==> config.mk <==
export PLATFORM = sky130hd
export DESIGN_NAME = gpio_team_mux
export DESIGN_NICKNAME = d
export VERILOG_FILES = /design/src/rtl/gpio_team_mux.sv
export SDC_FILE = /design/constraint.sdc
export NUM_CORES = 1
export LEC_CHECK = 0
export CAP_MARGIN = 5
export CORE_AREA = 2 2 191 193
export DETAILED_ROUTE_END_ITERATION = 16
export DIE_AREA = 0 0 193 195
export PLACE_DENSITY = 0.57
export REMOVE_ABC_BUFFERS = 1
export SYNTH_ARGS = -nofsm -noshare
export SYNTH_HDL_FRONTEND = slang
export SYNTH_SLANG_ARGS = --single-unit
==> constraint.sdc <==
create_clock -name wb_clk_i -period 4.65 [get_ports wb_clk_i]
set_input_delay 0.6975 -clock wb_clk_i [delete_from_list [all_inputs] [get_ports wb_clk_i]]
set_output_delay 0.6975 -clock wb_clk_i [all_outputs]
set_load 0.05 [all_outputs]
==> src/rtl/gpio_team_mux.sv <==
// Wishbone-programmable GPIO / chip-select arbiter: routes one team design to the pads,
// inserting an all-inputs holdoff on every switch. Optional lock: GPIO_TEAM_MUX_LOCK_EN.
module gpio_team_mux #(
    parameter int          NUM_TEAMS = 4,
    parameter int          NUM_PINS  = 38,
    parameter logic [31:0] BASE_ADDR = 32'h3000_0000,
    parameter int          HOLDOFF   = 4
) (
    input  logic                          wb_clk_i,
    input  logic                          nrst,
    input  logic                          wbs_stb_i,
    input  logic                          wbs_cyc_i,
    input  logic                          wbs_we_i,
    input  logic [3:0]                    wbs_sel_i,
    input  logic [31:0]                   wbs_dat_i,
    input  logic [31:0]                   wbs_adr_i,
    output logic                          wbs_ack_o,
    output logic [31:0]                   wbs_dat_o,
    input  logic [NUM_TEAMS*NUM_PINS-1:0] designs_gpio_out,
    input  logic [NUM_TEAMS*NUM_PINS-1:0] designs_gpio_oeb,
    output logic [NUM_PINS-1:0]           gpio_out,
    output logic [NUM_PINS-1:0]           gpio_oeb,
    output logic [NUM_TEAMS-1:0]          designs_ncs,
    output logic                          busy
);

    localparam logic [0:0] ST_RUN   = 1'b0;
    localparam logic [0:0] ST_DRAIN = 1'b1;

    localparam logic [1:0] REG_ACTIVE  = 2'd0;
    localparam logic [1:0] REG_MASK_LO = 2'd1;
    localparam logic [1:0] REG_MASK_HI = 2'd2;
    localparam logic [1:0] REG_STATUS  = 2'd3;

    localparam int                CNT_W    = (HOLDOFF > 1) ? $clog2(HOLDOFF) : 1;
    localparam logic [CNT_W-1:0]  CNT_LOAD = CNT_W'(HOLDOFF - 1);
    localparam logic [7:0]        MAX_TEAM = 8'(NUM_TEAMS);

    logic                 ack_q, ack_d;
    logic [31:0]          dat_q, dat_d;
    logic [0:0]           state_q, state_d;
    logic [CNT_W-1:0]     cnt_q, cnt_d;
    logic [7:0]           active_q, active_d;
    logic [7:0]           pending_q, pending_d;
    logic [NUM_PINS-1:0]  mask_q, mask_d;
    logic                 err_q, err_d;
    logic                 lock_on;

    logic                 req, accept, wr, rd;
    logic [1:0]           reg_sel;
    logic [7:0]           wr_team;
    logic [31:0]          lane_m;
    logic [63:0]          mask_wide, mask_nxt;
    logic [31:0]          rdata;
    logic                 start_sw;
    logic                 run_sel;
    logic [NUM_PINS-1:0]  team_out, team_oeb;
    logic                 unused_sink;

    always_comb begin
        req       = wbs_stb_i & wbs_cyc_i & (wbs_adr_i[31:4] == BASE_ADDR[31:4]);
        // A request is only taken when no ack is outstanding, so acks never abut.
        accept    = req & ~ack_q;
        wr        = accept & wbs_we_i;
        rd        = accept & ~wbs_we_i;
        reg_sel   = wbs_adr_i[3:2];
        wr_team   = wbs_dat_i[7:0];
        lane_m    = {{8{wbs_sel_i[3]}}, {8{wbs_sel_i[2]}}, {8{wbs_sel_i[1]}}, {8{wbs_sel_i[0]}}};
        mask_wide = 64'(mask_q);
    end

    always_comb begin
        rdata = 32'h0;
        case (reg_sel)
            REG_ACTIVE:  rdata = {24'h0, active_q};
            REG_MASK_LO: rdata = mask_wide[31:0];
            REG_MASK_HI: rdata = mask_wide[63:32];
            default:     rdata = {16'h0, pending_q, 5'h0, lock_on, err_q, (state_q == ST_DRAIN)};
        endcase
    end

    always_comb begin
        ack_d     = accept;
        dat_d     = rd ? rdata : 32'h0;
        state_d   = state_q;
        cnt_d     = cnt_q;
        active_d  = active_q;
        pending_d = pending_q;
        err_d     = err_q;
        mask_nxt  = mask_wide;
        start_sw  = 1'b0;

        if (wr) begin
            case (reg_sel)
                REG_ACTIVE: begin
                    if (lock_on) begin
                        err_d = 1'b1;
                    end else if (wbs_sel_i[0]) begin
                        if (wr_team > MAX_TEAM) begin
                            err_d = 1'b1;
                        end else if (!(wr_team == active_q && state_q == ST_RUN)) begin
                            start_sw  = 1'b1;
                            pending_d = wr_team;
                        end
                    end
                end
                REG_MASK_LO: begin
                    if (lock_on) err_d = 1'b1;
                    else mask_nxt[31:0] = (mask_wide[31:0] & ~lane_m) | (wbs_dat_i & lane_m);
                end
                REG_MASK_HI: begin
                    if (lock_on) err_d = 1'b1;
                    else mask_nxt[63:32] = (mask_wide[63:32] & ~lane_m) | (wbs_dat_i & lane_m);
                end
                default: begin
                    if (wbs_sel_i[0] && wbs_dat_i[1]) err_d = 1'b0;
                end
            endcase
        end

        // A fresh switch request always wins over a commit due in the same cycle.
        if (start_sw) begin
            state_d = ST_DRAIN;
            cnt_d   = CNT_LOAD;
        end else if (state_q == ST_DRAIN) begin
            if (cnt_q == '0) begin
                active_d = pending_q;
                state_d  = ST_RUN;
            end else begin
                cnt_d = cnt_q - CNT_W'(1);
            end
        end

        mask_d = mask_nxt[NUM_PINS-1:0];
    end

    always_ff @(posedge wb_clk_i or negedge nrst) begin
        if (!nrst) begin
            ack_q     <= 1'b0;
            dat_q     <= 32'h0;
            state_q   <= ST_RUN;
            cnt_q     <= '0;
            active_q  <= 8'h0;
            pending_q <= 8'h0;
            mask_q    <= '1;
            err_q     <= 1'b0;
        end else begin
            ack_q     <= ack_d;
            dat_q     <= dat_d;
            state_q   <= state_d;
            cnt_q     <= cnt_d;
            active_q  <= active_d;
            pending_q <= pending_d;
            mask_q    <= mask_d;
            err_q     <= err_d;
        end
    end

`ifdef GPIO_TEAM_MUX_LOCK_EN
    logic lock_q, lock_d;

    always_comb begin
        lock_d = lock_q;
        if (wr && reg_sel == REG_STATUS && wbs_sel_i[0] && wbs_dat_i[2]) lock_d = 1'b1;
    end

    always_ff @(posedge wb_clk_i or negedge nrst) begin
        if (!nrst) lock_q <= 1'b0;
        else       lock_q <= lock_d;
    end

    assign lock_on = lock_q;
`else
    assign lock_on = 1'b0;
`endif

    // Pads are routed only in RUN with a real team selected; otherwise all inputs.
    always_comb begin
        run_sel  = (state_q == ST_RUN) && (active_q != 8'h0);
        team_out = '0;
        team_oeb = '1;
        for (int t = 0; t < NUM_TEAMS; t++) begin
            if (active_q == 8'(t + 1)) begin
                team_out = designs_gpio_out[t*NUM_PINS +: NUM_PINS];
                team_oeb = designs_gpio_oeb[t*NUM_PINS +: NUM_PINS];
            end
        end
        gpio_out    = run_sel ? (team_out & mask_q) : '0;
        gpio_oeb    = run_sel ? (team_oeb | ~mask_q) : '1;
        designs_ncs = run_sel ? ~(NUM_TEAMS'(1) << (active_q - 8'd1)) : '1;
    end

    assign busy        = (state_q == ST_DRAIN);
    assign wbs_ack_o   = ack_q;
    assign wbs_dat_o   = dat_q;
    assign unused_sink = ^{wbs_adr_i[1:0], mask_nxt};

endmodule

# Yosys cells after proc, flatten, opt, wreduce, memory -nomap -nowiden
# Cells that the tools add are included.
# word_totals
regBits	91
latch_bits	0
ram_bits	0
rom_bits	0
inputBits	377
out_inout_bits	114
n_memories	0
# classes
add_sub_neg	2
n_mul	0
n_div	0
order_cmp	1
n_eq_ne	11
shift	1
n_mux	28
bitwise_logic	22
reduce_logical	15
# ops
cell	count
two-way mux 38 bit	10
case mux 32 bit (3 select lines)	1
AND 32 bit	2
AND 38 bit	1
inverter 38 bit	1
OR 38 bit	1
two-way mux 32 bit	1
inverter 32 bit	1
OR 32 bit	1
equality test 28 x 26 -> 1 bit, second input constant	1
equality test 8 x 2 -> 1 bit, second input constant	2
two-way mux 1 bit	11
AND reduction 5 bit	2
equality test 8 x 1 -> 1 bit, second input constant	1
equality test 8 x 3 -> 1 bit, second input constant	1
equality test 8 bit	1
greater-than comparator 8 x 3 -> 1 bit, second input constant	1
nonzero test 8 bit	1
<< shifter 1 x 8 -> 4 bit, first input constant	1
subtractor 8 x 1 -> 8 bit, second input constant	1
inverter 1 bit	7
AND 6 bit	1
two-way mux 2 bit	3
inequality test 2 bit, second input constant	3
14 further kinds	24

# Depth between registers and ports, before layout
# Gate-level depths: netlist (run 1).
# depth
word_depth	9
mapped_depth	9

# Worst setup path after synthesis (run 1)
# OpenSTA, ideal clock, no wires.
# synth_path
kind	register to output
from	register active_q[0]
to	output port gpio_out[10]
t_arrival_ns	2.471
setup_slack_ns	1.481
path_stages_with_launch	8
path_cell_list	dfrtp_1 > buf_2 > inv_1 > ha_1 > a21oi_2 > clkbuf_1 > o21ai_0 > nor3_1
# synth_between
elab_chain_len	7
word_cells_on_any_way	12
cone_classes	eq/ne (4); mux (5); bitwise (1); reduce/logical (2)
# synth_lines
element	line_no	rtl
from (decl)	43	logic [7:0] active_q, active_d;
from (signal assigned)	152	active_q <= active_d;
equality test 8 x 1 -> 1 bit	183	if (active_q == 8'(t + 1)) begin
two-way mux 38 bit (4 in a row)	183	
AND 38 bit	188	gpio_out = run_sel ? (team_out & mask_q) : '0;
two-way mux 38 bit *	188	
to (decl)	21	output logic [NUM_PINS-1:0] gpio_out,
# Mark *: on every way between the ends. The rest lies on a longest branch, timed or not.

# Worst setup path after layout (run 1)
# layout_path
from	register active_q[0]
to	output port gpio_oeb[3]
# layout_between
elab_chain_len	7
word_cells_on_any_way	12
cone_classes	eq/ne (4); mux (5); bitwise (1); reduce/logical (2)
# layout_lines
element	line_no	rtl
equality test 8 x 1 -> 1 bit	183	
two-way mux 38 bit (4 in a row)	183	
OR 38 bit	189	gpio_oeb = run_sel ? (team_oeb | ~mask_q) : '1;
two-way mux 38 bit *	189	
to (decl)	22	output logic [NUM_PINS-1:0] gpio_oeb,
# Marks and branches as above.

==> run metrics, run 1 <==
Crit path max-delay family=buffers and inverters; Initial DRC Count=a little over 400; DRC viols=0; Num CTS Buffers=9; CP Data Required Time=a little under 4 ns; post-synthesis mux area share=0.0922; synthesized flop and latch total=91; CTS tree=done; hold slack=about 0.43 ns; Die X=193 um; Post-CTS Setup Inserts=0; startpoint types=flop; WL/cell=between 20 and 25 um; fin. max-slew vios=0; Rows=around 70; slew at the pin closest to its max-slew limit=roughly 1.1 ns; NumNets Final=about 1500; PortBufs=approximately 490; post-cts sizing count=0; Clock Tree Buf Depth=2; commonest cells in the netlist=o21ai_0, dfrtp_1, nand4_1; Final Instance Area=0.0120 mm2; Hold-fix buffers, CTS=0; Adder-Cell Fraction of Synth Area=0.0196; P_leak=between 4 and 5 nW; Post-synth EDFFs=0; clock root buffer=clkbuf_16; final hold viol count=0; max-cap violations=0; DRT antenna net count=0; FILL cells=roughly 3700; die area=roughly 0.038 mm2; ys flop type=dfrtp_1; Unique masters post-synth=55; pwr/cell area=approximately 170 mW/mm2; TNS Setup=0 ns; GRT Util Overall=0.194; run status=complete, no violations; placed cells=about 1500; Worst Path Buf+Inv=3; CTS HTree Levels=3; P&R area growth vs syn=87.7%; hpwl dp=between 20000 and 30000 um; count leader, synth=o21ai_0; largest net degree at the start of global routing=between 70 and 80; Post-Route WL=approximately 38000 um; Die Span Y=around 200 um; cells after synthesis=638; Pre-Repair DR Iteration Count=6; Placer Congestion=0.885; clock net sink count=slightly above 90; global-route wire length before repair=around 53000 um; slowest stage delay, CP=slightly above 0.8 ns; initial antenna violation count=5; worst skew pair latency=0.36 ns; Post-Synth Simple-Gate Area=0.194; VDD IR-drop max=~160 uV; crit-path cells=inv_1 -> ha_1 -> and4_2 -> nor2_4 -> buf_4 -> o221ai_1 -> nand4_1 -> clkdlybuf4s50_1; main combinational cell family by area after synthesis=compound AO/OA/AOI/OAI gates; vias in the first global route=between 7000 and 8000; Non-Filler Instances=approximately 1600; Hold WC Path Type=primary input to asynchronous set/reset pin; post-DR vias/cell=4.91; Placed Area=~0.012 mm2; min Tclk post-route=roughly 4.2 ns; I/O pin cnt=approximately 490; Tcrit/Tclk final=0.897; share of layout cells above drive strength 1=0.187; XOR/XNOR Fraction of Synth Area=0.0137; register area share after synthesis=0.364; Core Footprint=about 0.035 mm2; top cells by area, synth=dfrtp_1, dfstp_2, mux2_2, o21ai_0, o221ai_1; Mapped Area=about 0.0064 mm2; Async SR Flop Fraction=1.00; Clock transition at path regs=about 0.080 ns; dominant cell type by area after synthesis=dfrtp_1; GR Overflow Total=0; critical path type=flop to output port; syn avg cell area=~10 um2; Fmax=about 240 MHz; initial core utilization=0.181; CP Capture Type=output port; peak fanout along the critical path=25; compound-cell area share of the yosys netlist=0.256; relative slew slack=0.281; via count=7650; clk_skew=about 0.011 ns; Critical Path AT=~3.5 ns; RSZ-0062 raised after global routing=false; CP max-delay cell=clkdlybuf4s50_1; Yosys top cell area share=0.207; Ys Warns=0; final setup vio count=0; Sequential Area=~0.0023 mm2; multi-input combinational cell area=0.00371 mm2
[cell usage in the layout, fill, tap and decap left out, drive strengths merged, types with 2 or more instances in the layout]
cell,count
bufinv,2
nand4,49
buf,37
and2,23
ha,10
nand4b,2
diode,3
xnor2,9
inv,10
nor4,6
nor2,28
nand3,3
a22oi,40
dfstp,38
and3,3
mux2,49
a222oi,6
nor3,47
o21ai,79
a21oi,11
nand2,17
o221ai,38
clkbuf,10
dfrtp,53
a221oi,38
clkdlybuf4s50,469
and4,4
[layout make-up]
class | count | share of cell area
inverters | 7 | 0.00219
well taps | 461 | 0.0481
clock inverters | 6 | 0.00803
diodes | 3 | 0.000625
flip-flops and latches | 91 | 0.194
multi-input cells | 475 | 0.309
repair buffers | 506 | 0.419
clock buffers | 10 | 0.0191
[per-layer routing]
layer  up-vias  GRT usage  wire (um)  part of all wire
li1       3447          -          -                 -
met1      3741      0.242      15900              0.42
met2       401      0.335      18500              0.49
met3        57     0.0368       2830             0.074
met4         4     0.0614        836             0.022
met5         -          0         18           0.00047
[kinds of logic after synthesis]
logic type / after synthesis
buffers and inverters: 72
DFF: 91
muxes: 49
adders and majority gates: 10
xor gates and xnor gates: 10
AOI/OAI and AO/OA: 216
and+or+nand+nor: 190
[path summary, 6_finish.rpt]
kind,startpoint,endpoint,slack (ns),cells past startpoint
setup / recovery,active_q[0],gpio_oeb[3],0.48,8
hold / removal,nrst,wbs_dat_o[22],0.43,1
setup reg to reg,wbs_ack_o,pending_q[2],2.38,5
hold reg to reg,err_q,err_q,0.52,1
max in group asynchronous,nrst,asynchronous set/reset pin,3.22,2
min in group wb_clk_i,err_q,err_q,0.52,1
[power by group]
part           internal (mW)  switching (mW)  total (mW)
Combinational          0.282          0.0997       0.382
Clock                  0.480           0.359       0.840
Sequential             0.793   0.00000000250       0.793
[through the flow]
stage	worst slack [ns]	util	power [mW]
finish	0.479	0.339	2.01
global route	0.325	0.339	2.10
detailed placement	0.900	0.330	1.19
floorplan	0.144	-	0.824
global placement	0.935	0.330	1.18
CTS	0.506	0.339	2.05
(Power assumes the default switching activity.)
==> inputs of run 2 (changes only) <==
- GPL_TIMING_DRIVEN: default -> 0
- clock period: 4.65 -> 5.38 ns (I/O delays scaled with it)
==> run metrics, run 2 (synthesis results as in run 1) <==
fin. max-slew vios=0; flop2flop setup slack=3.04 ns; share of layout cells above drive strength 1=0.168; largest net degree at the start of global routing=65; clk_skew=between 0.007 and 0.008 ns; CTS tree=done; run status=complete, no violations; GRT Util Overall=0.196; final hold viol count=0; Post-Route WL=around 38000 um; peak fanout along the critical path=27; Pre-Repair DR Iteration Count=5; Hold-fix buffers, CTS=0; Seq pwr share=0.415; P_leak=4.18 nW; Die Span Y=between 150 and 200 um; clock power share=0.385; sw frac=0.229; initial core utilization=0.181; wire length on met1=around 16000 um; WL met3=between 2000 and 3000 um; Fmax=a little over 200 MHz; worst skew pair latency=roughly 0.35 ns; max-cap violations=0; max layer used=met4; GR Overflow Total=0; RSZ-0062 raised after global routing=false; switching pwr=0.378 mW; Power, Total=1.65 mW; die area=0.0376 mm2; DRT antenna net count=0; met2 wire length=around 19000 um; cell-internal power=about 1.3 mW; post-DR vias/cell=about 4.9; initial antenna violation count=1; slew at the pin closest to its max-slew limit=around 1.1 ns; Core Footprint=0.0354 mm2; Clock Tree Buf Depth=2; FILL cells=around 3700; global-route wire length before repair=between 50000 and 60000 um; critical path type=flop to output port; clock root buffer=clkbuf_16; Final Worst Setup Slack=between 0.5 and 0.6 ns; DRC viols=0; I/O pin cnt=about 500; Combinational Power Share=0.200; pwr/cell area=approximately 140 mW/mm2; Die X=~190 um; vias in the first global route=8116; Num CTS Buffers=9; Clock transition at path regs=0.07 ns; VDD IR-drop max=between 100 and 150 uV; relative slew slack=0.248; PortBufs=488; commonest non-fill, non-tap cells in the layout=clkdlybuf4s50_1, o21ai_0, dfrtp_1, nand4_1, a22oi_1; CTS HTree Levels=3; clock net sink count=91; post-cts sizing count=0; CP Data Required Time=about 4.6 ns; Post-CTS Setup Inserts=0; DP Worst Slack=0.933 ns; Critical Path AT=approximately 4 ns; CP Capture Type=output port; final setup vio count=0; most common cell after layout, fill and taps aside=clkdlybuf4s50_1; startpoint types=flop; Rows=69; Placer Congestion=roughly 0.9; WL/cell=between 20 and 25 um; min Tclk post-route=between 4 and 5 ns; via count=7689; Hold WC Path Type=primary input to asynchronous set/reset pin; NumNets Final=between 1000 and 1500; Initial DRC Count=about 410; P&R area growth vs syn=89.4%; Tcrit/Tclk final=0.901; hpwl dp=approximately 31000 um
## run 2: changes by cell type in the layout (fill, tap and decap cells not counted), moves of 2 or more
cell / previous run / this run
buf_4: 32 / 1
clkbuf_8: 0 / 2
buf_16: 0 / 2
clkdlybuf4s50_1: 469 / 487
bufinv_16: 2 / 0
buf_8: 0 / 6
buf_12: 5 / 8
## run 2: power groups by stage
stage | clock network (mW) | logic, mW | registers, mW
2_1_floorplan | 0 | 0.0149 | 0.697
3_3_place_gp | 0 | 0.323 | 0.697
3_5_place_dp | 0 | 0.329 | 0.697
4_1_cts | 0.667 | 0.331 | 0.685
5_1_grt | 0.691 | 0.349 | 0.685
6_report | 0.634 | 0.330 | 0.685
## run 2: area by class of cell
class,instances,area (um2),share of cell area
clock inverter,3,22.5,0.00186
antenna,3,7.51,0.000620
clock buffer,13,260,0.0215
inverter,7,26.3,0.00217
timing repair buffer,504,5190,0.428
tap,461,577,0.0476
multi-input combinational,475,3710,0.306
sequential,91,2320,0.192
## run 2: layer usage
| metal | global-route usage | vias up |
|---|---|---|
| met2 | 0.338 | 407 |
| met4 | 0.0643 | 0 |
| met1 | 0.243 | 3783 |
| met5 | 0 | - |
| met3 | 0.0370 | 59 |
| li1 | - | 3440 |
## run 2: worst paths after layout
kind	start	endpoint	cells past startpoint
worst max-delay path	active_q[0]	gpio_out[3]	8
worst min-delay path	nrst	wbs_dat_o[22]	1
worst max register to register	wbs_ack_o	pending_q[1]	5
worst min register to register	cnt_q[1]	cnt_q[1]	2
max in group asynchronous	nrst	asynchronous set/reset pin	2
min in group wb_clk_i	cnt_q[1]	cnt_q[1]	2
## run 2: worst max-delay path: stages (launching register included)
cell,delay (ns)
dfrtp_1,0.56
inv_1,0.16
ha_1,0.28
nand4_1,0.45
nand2_2,0.46
buf_12,0.33
a221oi_1,0.60
nor3_1,0.10
clkdlybuf4s50_1,0.73
## run 2: stage by stage
stage          std cells  TNS (ns)  hold WS, ns   util  area, um2
6_report            1557         0        0.395  0.342      12100
5_1_grt             1555         0        0.409  0.342      12100
4_1_cts             1554         0        0.395  0.342      12100
3_5_place_dp        1538         0        0.499  0.334      11800
3_3_place_gp        1522   -161.38        0.494  0.325      11500
2_1_floorplan        573         0        0.466      -       6030
